### config.mk
export PLATFORM = sky130hd
export DESIGN_NAME = instr_fetch_unit_flat
export DESIGN_NICKNAME = d
export VERILOG_FILES = /design/src/rtl/instr_fetch_unit_if.sv /design/src/rtl/instr_fetch_unit.sv /design/src/flat_wrapper.sv
export SDC_FILE = /design/constraint.sdc
export NUM_CORES = 1
export LEC_CHECK = 0
export BUFFER_PORTS_ARGS = -buffer_cell sky130_fd_sc_hd__buf_4
export CORE_ASPECT_RATIO = 0.75
export CORE_MARGIN = 2
export CORE_UTILIZATION = 49
export CTS_CLUSTER_DIAMETER = 40
export DETAILED_ROUTE_END_ITERATION = 10
export GPL_TIMING_DRIVEN = 0
export PLACE_DENSITY = 0.82
export SYNTH_ARGS = -nofsm -noshare
export SYNTH_HDL_FRONTEND = slang
export SYNTH_SLANG_ARGS = --single-unit
### constraint.sdc
create_clock -name clk -period 5.18 [get_ports clk]
set_input_delay 0.518 -clock clk [delete_from_list [all_inputs] [get_ports clk]]
set_output_delay 0.518 -clock clk [all_outputs]
set_load 0.01 [all_outputs]
### src/rtl/instr_fetch_unit_if.sv
// Fetch-unit bus bundle: instruction-memory handshake, redirect input and decode output.
// master = fetch unit, slave = memory/decode environment.
interface instr_fetch_unit_if #(
   parameter int unsigned ADDR_W = 32
);
   logic              imem_req;
   logic [ADDR_W-1:0] imem_addr;
   logic              imem_gnt;
   logic              imem_rvalid;
   logic [31:0]       imem_rdata;
   logic              redirect;
   logic [ADDR_W-1:0] redirect_pc;
   logic              dec_valid;
   logic              dec_ready;
   logic [31:0]       dec_instr;
   logic [ADDR_W-1:0] dec_pc;
   logic [5:0]        dec_opcode;
   logic [5:0]        dec_funct;

   modport master (
      output imem_req, imem_addr, dec_valid, dec_instr, dec_pc, dec_opcode, dec_funct,
      input  imem_gnt, imem_rvalid, imem_rdata, redirect, redirect_pc, dec_ready
   );

   modport slave (
      input  imem_req, imem_addr, dec_valid, dec_instr, dec_pc, dec_opcode, dec_funct,
      output imem_gnt, imem_rvalid, imem_rdata, redirect, redirect_pc, dec_ready
   );
endinterface

### src/rtl/instr_fetch_unit.sv
// Instruction fetch: owns the PC, issues one outstanding memory request at a time and
// buffers returned words in a small skid FIFO toward decode; redirect flushes everything.
module instr_fetch_unit #(
   parameter int unsigned       ADDR_W     = 32,
   parameter int unsigned       FIFO_DEPTH = 2,
   parameter logic [ADDR_W-1:0] RESET_PC   = '0
) (
   input logic                 clk,
   input logic                 rst_n,
   instr_fetch_unit_if.master  bus
);

   localparam int unsigned PTR_W   = $clog2(FIFO_DEPTH);
   localparam int unsigned CNT_W   = PTR_W + 1;
   localparam int unsigned INSTR_W = 32;

   typedef struct packed {
      logic [INSTR_W-1:0] instr;
      logic [ADDR_W-1:0]  pc;
   } fifo_entry_t;

   typedef enum logic [1:0] {IDLE, REQ, WAIT} state_t;

   state_t            state, state_nxt;
   logic [ADDR_W-1:0] pc, pc_nxt;
   logic [ADDR_W-1:0] fetch_pc;
   logic              discard, discard_nxt;
   logic              push, pop, flush;

   fifo_entry_t       mem [FIFO_DEPTH];
   fifo_entry_t       head;
   logic [PTR_W-1:0]  rd_ptr, wr_ptr;
   logic [CNT_W-1:0]  count, count_nxt;

   // Next-state, PC and FIFO control; redirect overrides every other action.
   always_comb begin
      state_nxt   = state;
      pc_nxt      = pc;
      discard_nxt = discard;
      push        = 1'b0;
      pop         = 1'b0;
      flush       = 1'b0;
      if (bus.redirect) begin
         flush  = 1'b1;
         pc_nxt = bus.redirect_pc & ~ADDR_W'(3);
         case (state)
            REQ: begin
               if (bus.imem_gnt) begin
                  state_nxt   = WAIT;
                  discard_nxt = 1'b1;
               end else begin
                  state_nxt = IDLE;
               end
            end
            WAIT: begin
               if (bus.imem_rvalid) begin
                  state_nxt   = IDLE;
                  discard_nxt = 1'b0;
               end else begin
                  discard_nxt = 1'b1;
               end
            end
            default: state_nxt = IDLE;
         endcase
      end else begin
         pop = bus.dec_valid & bus.dec_ready;
         case (state)
            IDLE: begin
               if (count < CNT_W'(FIFO_DEPTH)) state_nxt = REQ;
            end
            REQ: begin
               if (bus.imem_gnt) begin
                  pc_nxt    = pc + ADDR_W'(4);
                  state_nxt = WAIT;
               end
            end
            WAIT: begin
               if (bus.imem_rvalid) begin
                  state_nxt = IDLE;
                  if (discard) discard_nxt = 1'b0;
                  else         push        = 1'b1;
               end
            end
            default: state_nxt = IDLE;
         endcase
      end
      count_nxt = flush ? '0 : count + CNT_W'(push) - CNT_W'(pop);
   end

   always_ff @(posedge clk or negedge rst_n) begin
      if (!rst_n) begin
         state         <= IDLE;
         pc            <= RESET_PC;
         fetch_pc      <= '0;
         discard       <= 1'b0;
         rd_ptr        <= '0;
         wr_ptr        <= '0;
         count         <= '0;
         bus.imem_req  <= 1'b0;
         bus.dec_valid <= 1'b0;
      end else begin
         state         <= state_nxt;
         pc            <= pc_nxt;
         discard       <= discard_nxt;
         count         <= count_nxt;
         bus.imem_req  <= (state_nxt == REQ);
         bus.dec_valid <= (count_nxt != '0);
         if (state == REQ && bus.imem_gnt) fetch_pc <= pc;
         if (flush) begin
            rd_ptr <= '0;
            wr_ptr <= '0;
         end else begin
            if (push) wr_ptr <= wr_ptr + PTR_W'(1);
            if (pop)  rd_ptr <= rd_ptr + PTR_W'(1);
         end
      end
   end

   // Storage needs no reset: reads are masked while the buffer is empty.
   always_ff @(posedge clk) begin
      if (push) mem[wr_ptr] <= '{instr: bus.imem_rdata, pc: fetch_pc};
   end

   assign head           = mem[rd_ptr];
   assign bus.imem_addr  = pc;
   assign bus.dec_instr  = bus.dec_valid ? head.instr : '0;
   assign bus.dec_pc     = bus.dec_valid ? head.pc : '0;
   assign bus.dec_opcode = bus.dec_instr[31:26];
   assign bus.dec_funct  = bus.dec_instr[5:0];

endmodule

### src/flat_wrapper.sv
// flat-port wrapper written by rule: the top's interface ports become plain ports
module instr_fetch_unit_flat 
#(
   parameter int unsigned       ADDR_W     = 32,
   parameter int unsigned       FIFO_DEPTH = 2,
   parameter logic [ADDR_W-1:0] RESET_PC   = '0
)
  (clk, rst_n, bus_imem_req, bus_imem_addr, bus_dec_valid, bus_dec_instr, bus_dec_pc, bus_dec_opcode, bus_dec_funct, bus_imem_gnt, bus_imem_rvalid, bus_imem_rdata, bus_redirect, bus_redirect_pc, bus_dec_ready);
  instr_fetch_unit_if #(.ADDR_W(ADDR_W)) bus_i ();
  input logic clk;
  input logic rst_n;
  output wire logic [$bits(bus_i.imem_req)-1:0] bus_imem_req;
  output wire logic [$bits(bus_i.imem_addr)-1:0] bus_imem_addr;
  output wire logic [$bits(bus_i.dec_valid)-1:0] bus_dec_valid;
  output wire logic [$bits(bus_i.dec_instr)-1:0] bus_dec_instr;
  output wire logic [$bits(bus_i.dec_pc)-1:0] bus_dec_pc;
  output wire logic [$bits(bus_i.dec_opcode)-1:0] bus_dec_opcode;
  output wire logic [$bits(bus_i.dec_funct)-1:0] bus_dec_funct;
  input wire logic [$bits(bus_i.imem_gnt)-1:0] bus_imem_gnt;
  input wire logic [$bits(bus_i.imem_rvalid)-1:0] bus_imem_rvalid;
  input wire logic [$bits(bus_i.imem_rdata)-1:0] bus_imem_rdata;
  input wire logic [$bits(bus_i.redirect)-1:0] bus_redirect;
  input wire logic [$bits(bus_i.redirect_pc)-1:0] bus_redirect_pc;
  input wire logic [$bits(bus_i.dec_ready)-1:0] bus_dec_ready;
  assign bus_imem_req = bus_i.imem_req;
  assign bus_imem_addr = bus_i.imem_addr;
  assign bus_dec_valid = bus_i.dec_valid;
  assign bus_dec_instr = bus_i.dec_instr;
  assign bus_dec_pc = bus_i.dec_pc;
  assign bus_dec_opcode = bus_i.dec_opcode;
  assign bus_dec_funct = bus_i.dec_funct;
  assign bus_i.imem_gnt = bus_imem_gnt;
  assign bus_i.imem_rvalid = bus_imem_rvalid;
  assign bus_i.imem_rdata = bus_imem_rdata;
  assign bus_i.redirect = bus_redirect;
  assign bus_i.redirect_pc = bus_redirect_pc;
  assign bus_i.dec_ready = bus_dec_ready;
  instr_fetch_unit #(.ADDR_W(ADDR_W), .FIFO_DEPTH(FIFO_DEPTH), .RESET_PC(RESET_PC)) u_core (.clk(clk), .rst_n(rst_n), .bus(bus_i));
endmodule
==> impl_metrics.ini, run 1 <==
[outcome]
run_status = finished clean

[finish]
final_area_um2 = 10500
fillers = 1281
multiInputGateArea_um2 = 2600
seq_area_um2 = 5450
nNetsFinal = 887
layout-drive-gt1-share_pct = 30.5
final_cells = 1037
area_growth_pct = 26.8
antenna_cells = 0

[worst_hold_path]
min_path_type = in -> async

[cts]
insertion_delay_ns = 0.42
numCtsBuffers = 17
h-tree-depth = 4
clk_path_buf_depth = 2
cts.sinks = 193
post_cts_buffers = 0
path_clk_slew_ns = 0.06
cts-root-buf = clkbuf_16
tritoncts = built
cts-resized-gates = 0
cts_hold_buffers = 0

[route]
drt_wl_total_mm = 18.1
drtIter0Drc = 386
avgRoutedWirePerCell_um = 17.5
ant_nets = 0
vias_per_cell = 5.28
first_pass_iters = 4
drc = 0
num_vias = 5476

[logic_synthesis]
synth_area_leader_cell = edfxtp_1
ys_ff_latch = 193
yosysWarnings = 0
netlist_area_um2 = 8310
synth_common_cells = edfxtp_1, dfrtp_1, nor2b_1
synth_area_per_cell_um2 = 13.6
async_flop_share_pct = 35.8
synth_edf_count = 124
yosysUniqueCellTypes = 42
synth_ff_type = edfxtp_1
yosysMostFrequentCell = edfxtp_1
ys_seq_area_share_pct = 65.6
synth_top_area_share_pct = 44.8
ys_top_cells_by_area = edfxtp_1, dfrtp_1, mux2i_1
syn_inst = 613

[placement]
place_area_um2 = 9950
dp_cells = 1005
portBuffers = 172
place_hpwl_mm = 12.4
routabilityCongestion = 0.823

[worst_setup_path]
worstSetupPathType = reg -> out
reg2reg_slack_ns = 2.55
reg2reg_depth = 10
arrival_ns = 2.61
startpoint_type = flip-flop
cp.required_ns = 4.66
crit_fanout = 10
endpoint_kind = output pin
startpoint = u_core.rd_ptr
crit_path_cell_trace = clkbuf_1, buf_1, mux2i_1, nor2b_1, buf_4, buf_4
crit_path_top_delay_cell = buf_1
cp_slowest_stage_delay_ns = 0.75
crit_path_frequent_cell = buf_4
rr_startpoint = u_core.bus.dec_valid
r2r_end = u_core.bus.dec_valid

[floorplanning]
boundaryPins = 180
std_cell_rows = 41
fp.dieArea_um2 = 18000
die_h_um = 117
start_util_pct = 49.7
coreArea_um2 = 16700
die_w_um = 154

[sta]
setup_viol = 0
tightest_slew_ns = 0.921
rsz0062_at_grt = no
finalMaxSlewViolations = 0
tns_ns = 0
finClkSkew_ns = 0.00332
fmax_mhz = 319
holdWs_ns = 0.211
hold_viol_final = 0
relSlewSlack_pct = 38.6
min_period_ns = 3.13
fin_crit_sh_pct = 60.5

[grt]
grt_max_degree = 70
grtUsageMet3_pct = 5.49
use_met2_pct = 32.4
overflow = 0
use_met1_pct = 28.2
antenna_found_initial = 0
grt_pass1_vias = 5101
track_usage_pct = 20.3
grt.busiest_layer = met2
grt_pass1_wl_mm = 27.6

[power]
finalPower_mw = 3.68
p_leak_nw = 4.09
ir_worst_vdd_mv = 0.219
power.density_nw_per_um2 = 349

[flow_run]
cap_violations = 0
-- worst max-delay path by stage --
stage | end | cells after the start | slack, ns
finish | bus_dec_opcode[1] | 6 | 2.05
global route | bus_dec_opcode[1] | 6 | 1.82
CTS | bus_dec_instr[1] | 6 | 1.96
detailed placement | u_core.bus.dec_valid | 11 | 2.04
global placement | u_core.mem[0][43] | 5 | -0.91
floorplan | u_core.mem[0][10] | 5 | 0.96
-- layer usage --
layer	vias up	share of wire (%)
li1	2609	-
met1	2657	46
met2	195	47
met3	15	6.1
met4	0	0.97
met5	-	0
-- placed cells by master, fill, tap and decap left out, drive strengths merged, types with 5 or more instances in the layout --
cell    count
dfrtp      69
nand2      34
o21ai      23
ha          8
a31oi      16
nor2b      65
clkinv      8
buf       197
nor2       26
clkbuf     45
o31ai      11
xor2        5
edfxtp    124
mux2i      63
mux2       27
nor3        7
nand4       6
or4        14
xnor2      10
nand3      13
inv         9
-- kinds of logic after synthesis --
family / count (synthesis) / share of synthesized area, %
and+or+nand+nor: 187 / 12.4
buffers and inverters: 58 / 3.46
AOI/OAI and AO/OA: 61 / 4.48
DFF: 193 / 65.6
xor gates and xnor gates: 15 / 1.58
muxes: 90 / 11.2
adders and majority gates: 8 / 1.20
other: 1 / 0.0451
-- where the power goes --
group | switching, mW | internal (mW)
Clock | 0.519 | 0.800
Combinational | 0.171 | 0.208
Sequential | 0.128 | 1.85
-- cell type report --
cell class	instances	share of cell area [%]
plain buffers	49	2.41
clock buffers	19	4.10
clock inverters	13	1.59
inverters	9	0.320
multi-input cells	365	24.7
flip-flops and latches	193	51.7
well taps	215	2.55
repair buffers	174	12.7
-- metrics by stage --
stage | setup slack (ns) | util (%)
2_1_floorplan | 0.956 | -
3_3_place_gp | -0.909 | 59.1
3_5_place_dp | 2.04 | 59.5
4_1_cts | 1.96 | 63.1
5_1_grt | 1.82 | 63.1
6_report | 2.05 | 63.1
-- registers in the layout (all words and copies together) (netlist names) --
register	cells
u_core.wr_ptr	1
u_core.bus.imem_req	1
u_core.bus.imem_addr	30
u_core.state	2
u_core.count	2
u_core.mem	124
u_core.fetch_pc	30
u_core.discard	1
u_core.rd_ptr	1
u_core.bus.dec_valid	1
-- critical path, delay by kind of cell (launching register included) --
kind | cells | cell delay, ns
and+or+nand+nor | 1 | 0.09
buffers and inverters | 4 | 1.50
DFF | 1 | 0.33
muxes | 1 | 0.26
Note: power is estimated with default switching activity, not from simulation.
==> run 2: changes to the inputs <==
Settings changed: ABC_AREA set to 1.
Clock period 5.18 ns to 3.3 ns, I/O delays scaled along.
==> run 2 against run 1 <==
Compared with the run above: the flow now finishes with violations (hold timing); setup slack got worse by 1.5 ns; non-clock buffer count up 4; synthesized area increased by 2.6%; die area is 2.5% higher; combinational power rose to 2.6 times the previous value; sequential share of layout area decreased by 1.2 points; utilization grew 0.71 points; power rose by 72%; flip-flop and latch count unchanged; global-route usage up 2.7 points.
==> impl_metrics.ini, run 2 <==
[cts]
cts-root-buf = clkbuf_16
path_clk_slew_ns = 0.07
cts.sinks = 193
h-tree-depth = 4
cts_hold_buffers = 0
post_cts_buffers = 0
insertion_delay_ns = 0.43
numCtsBuffers = 17
tritoncts = built
cts-resized-gates = 0
clk_path_buf_depth = 2

[grt]
grt_max_degree = 70
overflow = 0
track_usage_pct = 23.1
grt_pass1_vias = 6263
antenna_found_initial = 0
grt_pass1_wl_mm = 32.7

[worst_setup_path]
cp.required_ns = 2.97
endpoint_kind = output pin
reg2reg_depth = 7
cp-endpoint = bus_dec_opcode[2]
arrival_ns = 2.37
cp.depth = 7
r2r_end = u_core.mem[0][26]
crit_fanout = 10
path_buf_inv = 5
startpoint = u_core.rd_ptr
cp_slowest_stage_delay_ns = 0.50
worstSetupPathType = reg -> out
startpoint_type = flip-flop
rr_startpoint = u_core.state[0]
reg2reg_slack_ns = 0.61
crit_path_top_delay_cell = clkbuf_1
cpLargestDelayFamily = buffers and inverters
crit_path_cell_trace = clkbuf_1, inv_2, clkbuf_1, nor2_1, nor2_1, buf_4, buf_4

[placement]
dp_slack_ns = 0.616
place_hpwl_mm = 15.4
dp_cells = 1242
portBuffers = 172
routabilityCongestion = 0.949

[sta]
tightest_slew_ns = 0.954
fin_crit_sh_pct = 82.0
layout_setup_ws_ns = 0.595
finalMaxSlewViolations = 0
setup_viol = 0
hold_viol_final = 1
fmax_mhz = 370
rsz0062_at_grt = no
holdWs_ns = -0.00440
finClkSkew_ns = 0.00681
relSlewSlack_pct = 36.2
min_period_ns = 2.70

[logic_synthesis]
ys_seq_area_share_pct = 63.9
async_flop_share_pct = 35.8
ys_ff_latch = 193
synth_area_leader_cell = edfxtp_1
yosysMostFrequentCell = nor2_1
synth_edf_count = 124
synth_top_area_share_pct = 43.6
synth_area_per_cell_um2 = 10.1
yosysWarnings = 0
netlist_area_um2 = 8530
yosysUniqueCellTypes = 38
syn_inst = 847
ys_top_cells_by_area = edfxtp_1, dfrtp_1, nor2_1
synth_ff_type = edfxtp_1
synth_common_cells = nor2_1, nand2_1, edfxtp_1

[worst_hold_path]
min_path_type = in -> async

[route]
ant_nets = 0
top_layer = met4
drt_wl_total_mm = 21.0
wl_met1_mm = 9.59
met3_length_mm = 1.93
num_vias = 6637
drtIter0Drc = 620
drc = 0
vias_per_cell = 5.21
met2_length_mm = 9.28
first_pass_iters = 5
avgRoutedWirePerCell_um = 16.5

[finish]
nNetsFinal = 1124
layout_common_cells = buf_4, nor2_1, nand2_1, edfxtp_1, o21ai_0
largest_reg_flops = 124
top_register = u_core.mem
final_cells = 1274
multiInputGateArea_um2 = 2630
area_growth_pct = 26.6
fillers = 1359
seq_area_um2 = 5450
antenna_cells = 0
layout-drive-gt1-share_pct = 25.5
layout_commonest_cell = buf_4

[floorplanning]
start_util_pct = 50.4
boundaryPins = 180
die_w_um = 156
die_h_um = 118
fp.dieArea_um2 = 18500
coreArea_um2 = 16900
std_cell_rows = 41

[power]
p_leak_nw = 4.81
power.density_nw_per_um2 = 586
ir_worst_vdd_mv = 0.381

[outcome]
run_status = finished, violations left
violations = hold timing

[flow_run]
cap_violations = 0
-- run 2: power by group --
group	total [mW]	internal [mW]	switching, mW
Clock	2.12	1.21	0.910
Sequential	3.23	2.93	0.294
Combinational	0.990	0.405	0.585
-- run 2: cells by family (layout without fill, tap and decap cells) --
group	after synthesis	in the layout	synth area share [%]
XOR/XNOR	5	5	0.513
flip-flops	193	193	63.9
AO/OA/AOI/OAI	128	128	8.13
buffers and inverters	109	318	5.72
AND/OR/NAND/NOR	400	400	20.1
adder cells (fa/ha/maj)	8	8	1.17
other	1	4	0.0440
multiplexers	3	3	0.396
-- run 2: routing by layer --
metal | vias up | GRT usage, %
li1 | 3198 | -
met1 | 3121 | 34.0
met2 | 303 | 34.7
met3 | 15 | 5.13
met4 | 0 | 6.08
met5 | - | 0
-- run 2: cell type report --
class	count	share of cell area [%]
tap	215	2.49
buffer	50	2.42
multi-input combinational	548	24.3
sequential	193	50.5
clock buffer	18	3.97
clock inverter	14	1.65
timing repair buffer	177	12.6
inverter	59	2.10
-- run 2: per-stage QoR --
stage,utilization [%],setup TNS [ns],hold slack (ns),power (mW),instance area [µm²]
detailed placement,60.2,0,0.453,4.25,10200
global placement,59.8,-105.50,0.450,4.19,10100
finish,63.8,0,-0.00440,6.33,10800
CTS,63.8,0,0.0551,6.34,10800
global route,63.8,0,0.0604,6.61,10800
floorplan,-,0,0.0344,3.75,8560
-- run 2: worst min-delay path by stage --
stage | startpoint | end | slack (ns) | depth (start not counted)
6_report | rst_n | u_core.bus.imem_req | -0.004 | 1
5_1_grt | bus_imem_rdata[29] | u_core.mem[0][61] | 0.06 | 1
4_1_cts | rst_n | u_core.bus.imem_req | 0.06 | 1
3_5_place_dp | u_core.fetch_pc[7] | u_core.mem[0][7] | 0.45 | 0
3_3_place_gp | u_core.fetch_pc[7] | u_core.mem[0][7] | 0.45 | 0
2_1_floorplan | rst_n | u_core.bus.dec_valid | 0.03 | 0
-- run 2: worst register-to-register path, delay by kind of cell (launching register included) --
family / cells / cell delay [ns]
AND/OR/NAND/NOR: 3 / 1.18
buffers and inverters: 3 / 0.51
flip-flops: 1 / 0.45
adder cells (fa/ha/maj): 1 / 0.22
